==> config.mk <==
export PLATFORM = sky130hd
export DESIGN_NAME = interval_timer
export DESIGN_NICKNAME = d
export VERILOG_FILES = /design/src/rtl/interval_timer.sv
export SDC_FILE = /design/constraint.sdc
export NUM_CORES = 1
export LEC_CHECK = 0
export ABC_CLOCK_PERIOD_IN_PS = 2200
export CORE_MARGIN = 2
export CORE_UTILIZATION = 45
export DETAILED_ROUTE_END_ITERATION = 12
export GPL_TIMING_DRIVEN = 0
export PLACE_DENSITY = 0.77
export SYNTH_ARGS = -nofsm -noshare
export SYNTH_HDL_FRONTEND = slang
export SYNTH_SLANG_ARGS = --single-unit
==> constraint.sdc <==
create_clock -name clk -period 2.2 [get_ports clk]
set_clock_uncertainty 0.15 [all_clocks]
set_input_delay 0.22 -clock clk [delete_from_list [all_inputs] [get_ports clk]]
set_output_delay 0.22 -clock clk [all_outputs]
set_load 0.02 [all_outputs]
==> src/rtl/interval_timer.sv <==
// interval_timer: tick-driven countdown with one-shot/periodic modes, hold, abort and expiry pulse; optional extend via TIMER_EXTEND_EN
module interval_timer #(
  parameter int WIDTH = 4
) (
  input  logic             clk,
  input  logic             sys_reset,
  input  logic [WIDTH-1:0] input_value,
  input  logic             mode,
  input  logic             start_timer,
  input  logic             enable,
  input  logic             hold,
  input  logic             abort,
`ifdef TIMER_EXTEND_EN
  input  logic             extend,
  input  logic [WIDTH-1:0] extend_value,
`endif
  output logic             expired,
  output logic             divider_reset,
  output logic             busy,
  output logic [WIDTH-1:0] remaining
);
  typedef enum logic {IDLE, RUN} state_t;
  state_t state;
  logic [WIDTH-1:0] count, reload, ext_count;
  logic mode_q, tick, ext_hit;
  assign tick = state == RUN && enable && !hold;
  assign busy = state == RUN;
  assign remaining = count;
`ifdef TIMER_EXTEND_EN
  logic [WIDTH:0] ext_sum;
  assign ext_sum = {1'b0, count} + {1'b0, extend_value} - {{WIDTH{1'b0}}, tick};
  // a nonzero extension always leaves a nonzero count, so it pre-empts any expiry
  assign ext_hit = state == RUN && extend && extend_value != '0;
  assign ext_count = ext_sum[WIDTH] ? '1 : ext_sum[WIDTH-1:0];
`else
  assign ext_hit = 1'b0;
  assign ext_count = count;
`endif
  // abort beats start beats extend/tick; pulses default low every cycle
  always_ff @(posedge clk or posedge sys_reset) begin
    if (sys_reset) begin
      state <= IDLE;
      count <= '0;
      reload <= '0;
      mode_q <= 1'b0;
      expired <= 1'b0;
      divider_reset <= 1'b0;
    end else begin
      expired <= 1'b0;
      divider_reset <= 1'b0;
      if (abort) begin
        state <= IDLE;
        count <= '0;
      end else if (start_timer) begin
        count <= input_value;
        reload <= input_value;
        mode_q <= mode;
        divider_reset <= 1'b1;
        expired <= input_value == '0;
        state <= input_value == '0 ? IDLE : RUN;
      end else if (ext_hit) begin
        count <= ext_count;
      end else if (tick) begin
        if (count != WIDTH'(1)) begin
          count <= count - 1'b1;
        end else begin
          expired <= 1'b1;
          count <= mode_q ? reload : '0;
          state <= mode_q ? RUN : IDLE;
        end
      end
    end
  end
endmodule

# Yosys cells after proc, flatten, opt, wreduce, memory -nomap -nowiden
# Cells that the tools add are included.
# totals
mem_bits_rw,0
latchBits,0
in_bits,11
elab_cells,34
memories,0
mem_bits_ro,0
reg_bits,12
# op_classes
addsub,1
n_bitwise,1
n_lt_le_gt_ge,0
n_mul,0
shift,0
div_mod_pow,0
n_eq_ne,2
n_reduce_logical,7
mux,17
# op_table
op,n
$mux W4,5
$mux W1,12
$logic_not A4 Y1,1
$ne A4 B1 Y1 const B,1
$reduce_and A2 Y1,2
$sub A4 B1 Y4 const B,1
$ne A3 B3 Y1 const B,1
$reduce_bool A3 Y1,1
$logic_and A1 B1 Y1,2
$logic_not A1 Y1,1
$not A1 Y1,1

# Longest topological paths before layout
# depth
word_depth,5
ltp_mapped,6

# Worst setup path after synthesis
# No wires, ideal clock.
# synth_timing
path_type,flip-flop to flip-flop
from,register count[1] (netlist: remaining[1])
to,register count[3] (netlist: remaining[3])
path_buffers,0
stages_incl_launch_ff,7
t_arrival_ps,1396
slack_ps,533
setup_time_ps,121
cell_sequence,dfrtp_1 > inv_1 > ha_1 > nor3b_4 > a21boi_2 > nor4_1 > o22a_1
# synth_between
elab_chain_len,5
word_cells_on_any_way,6
cone_classes,add/sub (1); eq/ne (1); mux (4)
# synth_rtl
element,line,source
start: declaration,24,"logic [WIDTH-1:0] count, reload, ext_count;"
start signal: assignment,55,count <= input_value;
start signal: assignment,62,count <= ext_count;
start signal: assignment,65,count <= count - 1'b1;
$sub A4 B1 Y4 or $ne A4 B1 Y1 (tied branches),"65, 64",
$mux W4 *,64,if (count != WIDTH'(1)) begin
$mux W4 *,63,end else if (tick) begin
$mux W4 *,54,end else if (start_timer) begin
$mux W4 *,51,if (abort) begin
# Every way passes the cells marked *; elsewhere a longest branch is shown, timed or not. The select of a mux whose other input is x is not followed.
# A chain may end at the register's enable or synchronous reset.

# Worst setup path after layout
# layout_timing
from,register count[3] (netlist: remaining[3])
to,output port remaining[3]
# layout_lines
element,line,source
end: declaration,20,output logic [WIDTH-1:0] remaining
# No word-level cell between the ends.

==> impl_results.md <==
* First-pass GRT wire length at 2420 µm
* CTS sink cnt at 12
* Total CTS buffers at 3
* Commonest cells after routing, fill and taps aside: 16 x clkdlybuf4s50_1, 12 x dfrtp_1, 9 x inv_1
* Fmax at 569 MHz
* WL final at 1360 µm
* Power, Total at 0.000554 W
* GRT overflow at 0
* IO Count at 18
* Clock transition at path regs at 0.07 ns
* PostCTS Resize Cnt at 0
* Synth async-reset ratio at 100%
* Leakage at 0.380 nW
* Worst reg2reg setup slack at 0.47 ns
* Non-Filler Instances at 104
* Antenna violations before repair at 0
* Commonest non-fill, non-tap cell in the layout: clkdlybuf4s50_1
* Share of cells above drive strength 1 at 13.6%
* Fin nets at 103
* Worst-path maximum fanout at 7
* Max clock buf depth at 2
* Worst reg-to-reg path cell count at 6
* Top Family by Delay on Critical Path: buffers and inverters
* Rows at 14
* Vias in the first global route at 596
* Worst slack at placement at 0.478 ns
* Endpoints failing setup at 0
* Worst Slack Setup Final at 0.443 ns
* Die H at 42.9 µm
* Least-Margin Pin Slew at 0.460 ns
* CP Launch Type: flip-flop
* WL met1 at 603 µm
* 1st-iter DRT viols at 14
* Via count at 598
* Post-CTS setup buffer count at 0
* DR WL met2 at 679 µm
* Number of max-cap violations at 0
* Mapped Area at 682 µm²
* WS Path Type: flip-flop to output port
* Hold Slack at 0.114 ns
* CP endpoint kind: output port
* Worst path required time at 1.83 ns
* Routability cong. at 0.748
* RSZ-0062 raised after global routing: no
* Final hold vios at 0
* Cells after DPL at 101
* CP cell instances: clkdlybuf4s50_1
* WP data arrival at 1.39 ns
* Post-DRT Antenna Nets at 0
* Sequential share of the synthesized area at 44.0%
* DRC viols at 0
* Register Area at 300 µm²
* GRT Overall Usage at 17.1%
* Bufs and invs on worst path at 1
* CTS tree: done
* H-tree levels at 1
* Status: completed
* Top layer in use: met4
* Starting Density at 46.9%
* Crit-path slowest cell: clkdlybuf4s50_1
* Syn nets at 82
* Pin count of the biggest net entering global routing at 13
* Max rail drop VDD at 382 µV
* Main synth FF type: dfrtp_1
* Area grow syn2layout at 29.7%
* CORE AREA at 1450 µm²
* Number of synthesized register bits at 12
* Area of the multi-input gates at 327 µm²
* Power density over cell area at 627 nW/µm²
* Mean Syn Cell Area at 9.88 µm²
* Port Buf Inserts at 16
* Ys Warns at 0
* Crit share post-route at 79.9%
* Cells after Synth at 69
* TritonRoute pass-1 iters at 4
* Fillers at 137
* Inserted Diodes at 0
* Detail Route met3 WL at 64 µm
* Synth cell types at 27
* R2r startpoint: remaining[1]
* Clock Latency Late Sink at 0.26 ns
* Final Max Tran Viols at 0
* Via density per instance at 5.75
* Hold Path Class: input port to async pin
* Relative slew slack at 69.3%
* Worst flop-to-flop path endpoint: remaining[3]
* Wirelength per Cell at 13.0 µm
* Chip Width at 42.9 µm
* Clk Tree Root Cell: clkbuf_4
* Number of flops mapped to enable cells by yosys at 0
* Min Clock Period, post-route at 1.76 ns
* Max incr delay on CP at 0.65 ns
* Post-CTS Hold Buffers at 0
* Die ar. at 1840 µm²
* Final TNS setup at 0 ns
==> per-layer routing <==
metal | track usage [%] | vias to the layer above
met5 | 0 | -
met4 | 3.75 | 0
met3 | 2.55 | 2
met2 | 29.4 | 21
met1 | 22.6 | 287
li1 | - | 288
==> synth_stat cells, drive strengths merged (2+ instances only) <==
| cell type | instances | area (µm²) |
|---|---|---|
| dfrtp | 12 | 300 |
| inv | 9 | 33.8 |
| nand2 | 5 | 18.8 |
| nor2 | 5 | 26.3 |
| o21ai | 4 | 20.0 |
| buf | 3 | 21.3 |
| mux2 | 3 | 33.8 |
| nor2b | 3 | 18.8 |
| o41ai | 3 | 26.3 |
| a21oi | 2 | 10.0 |
| a221oi | 2 | 17.5 |
| a31oi | 2 | 12.5 |
| ha | 2 | 25.0 |
| nand3b | 2 | 15.0 |
| nand4 | 2 | 12.5 |
| nor3b | 2 | 26.3 |
| o22a | 2 | 17.5 |
==> area by class of cell <==
type,instances,share of cell area [%]
buffer,3,2.40
clock buffer,3,2.55
inverter,9,3.82
multi-input combinational,45,36.9
sequential,12,33.9
tap,16,2.26
timing repair buffer,16,18.1
==> cells by family after synthesis <==
family          after synthesis  synth area share (%)
mux                           3                  4.95
simple gates                 22                  19.8
flops                        12                  44.0
fa+ha+maj                     2                  3.67
compound gates               18                  19.4
buf+inv                      12                  8.07
==> worst register-to-register path, delay by kind of cell, from the launching register on <==
kind / cells / cell delay [ns]
adder cells (fa/ha/maj): 1 / 0.19
flip-flops: 1 / 0.41
AO/OA/AOI/OAI: 2 / 0.38
AND/OR/NAND/NOR: 2 / 0.41
buffers and inverters: 1 / 0.09
==> metrics by stage <==
| step | area (µm²) | utilization [%] |
|---|---|---|
| floorplan | 682 | - |
| detailed placement | 862 | 59.3 |
| CTS | 885 | 60.8 |
| global placement | 862 | 59.3 |
| finish | 885 | 60.8 |
| global route | 885 | 60.8 |
==> where the power goes <==
part	switching [W]	internal, W	leakage [nW]	total (W)
clock network	0.0000629	0.0000632	0.0138	0.000126
registers	0.0000291	0.000246	0.148	0.000275
logic	0.0000732	0.0000796	0.218	0.000153
total	0.000165	0.000389	0.380	0.000554
==> registers in the layout (all words and copies together) (netlist names) <==
signal	cells
expired	1
mode_q	1
busy	1
reload	4
divider_reset	1
remaining	4
==> worst max-delay path by stage <==
stage / startpoint / endpoint / cells after the start
floorplan: remaining[1] / remaining[3] / 6
global placement: remaining[1] / remaining[3] / 6
detailed placement: remaining[1] / remaining[3] / 6
CTS: remaining[3] / remaining[3] / 1
global route: remaining[1] / remaining[3] / 6
finish: remaining[3] / remaining[3] / 1
Note: power is estimated with default switching activity, not from simulation.
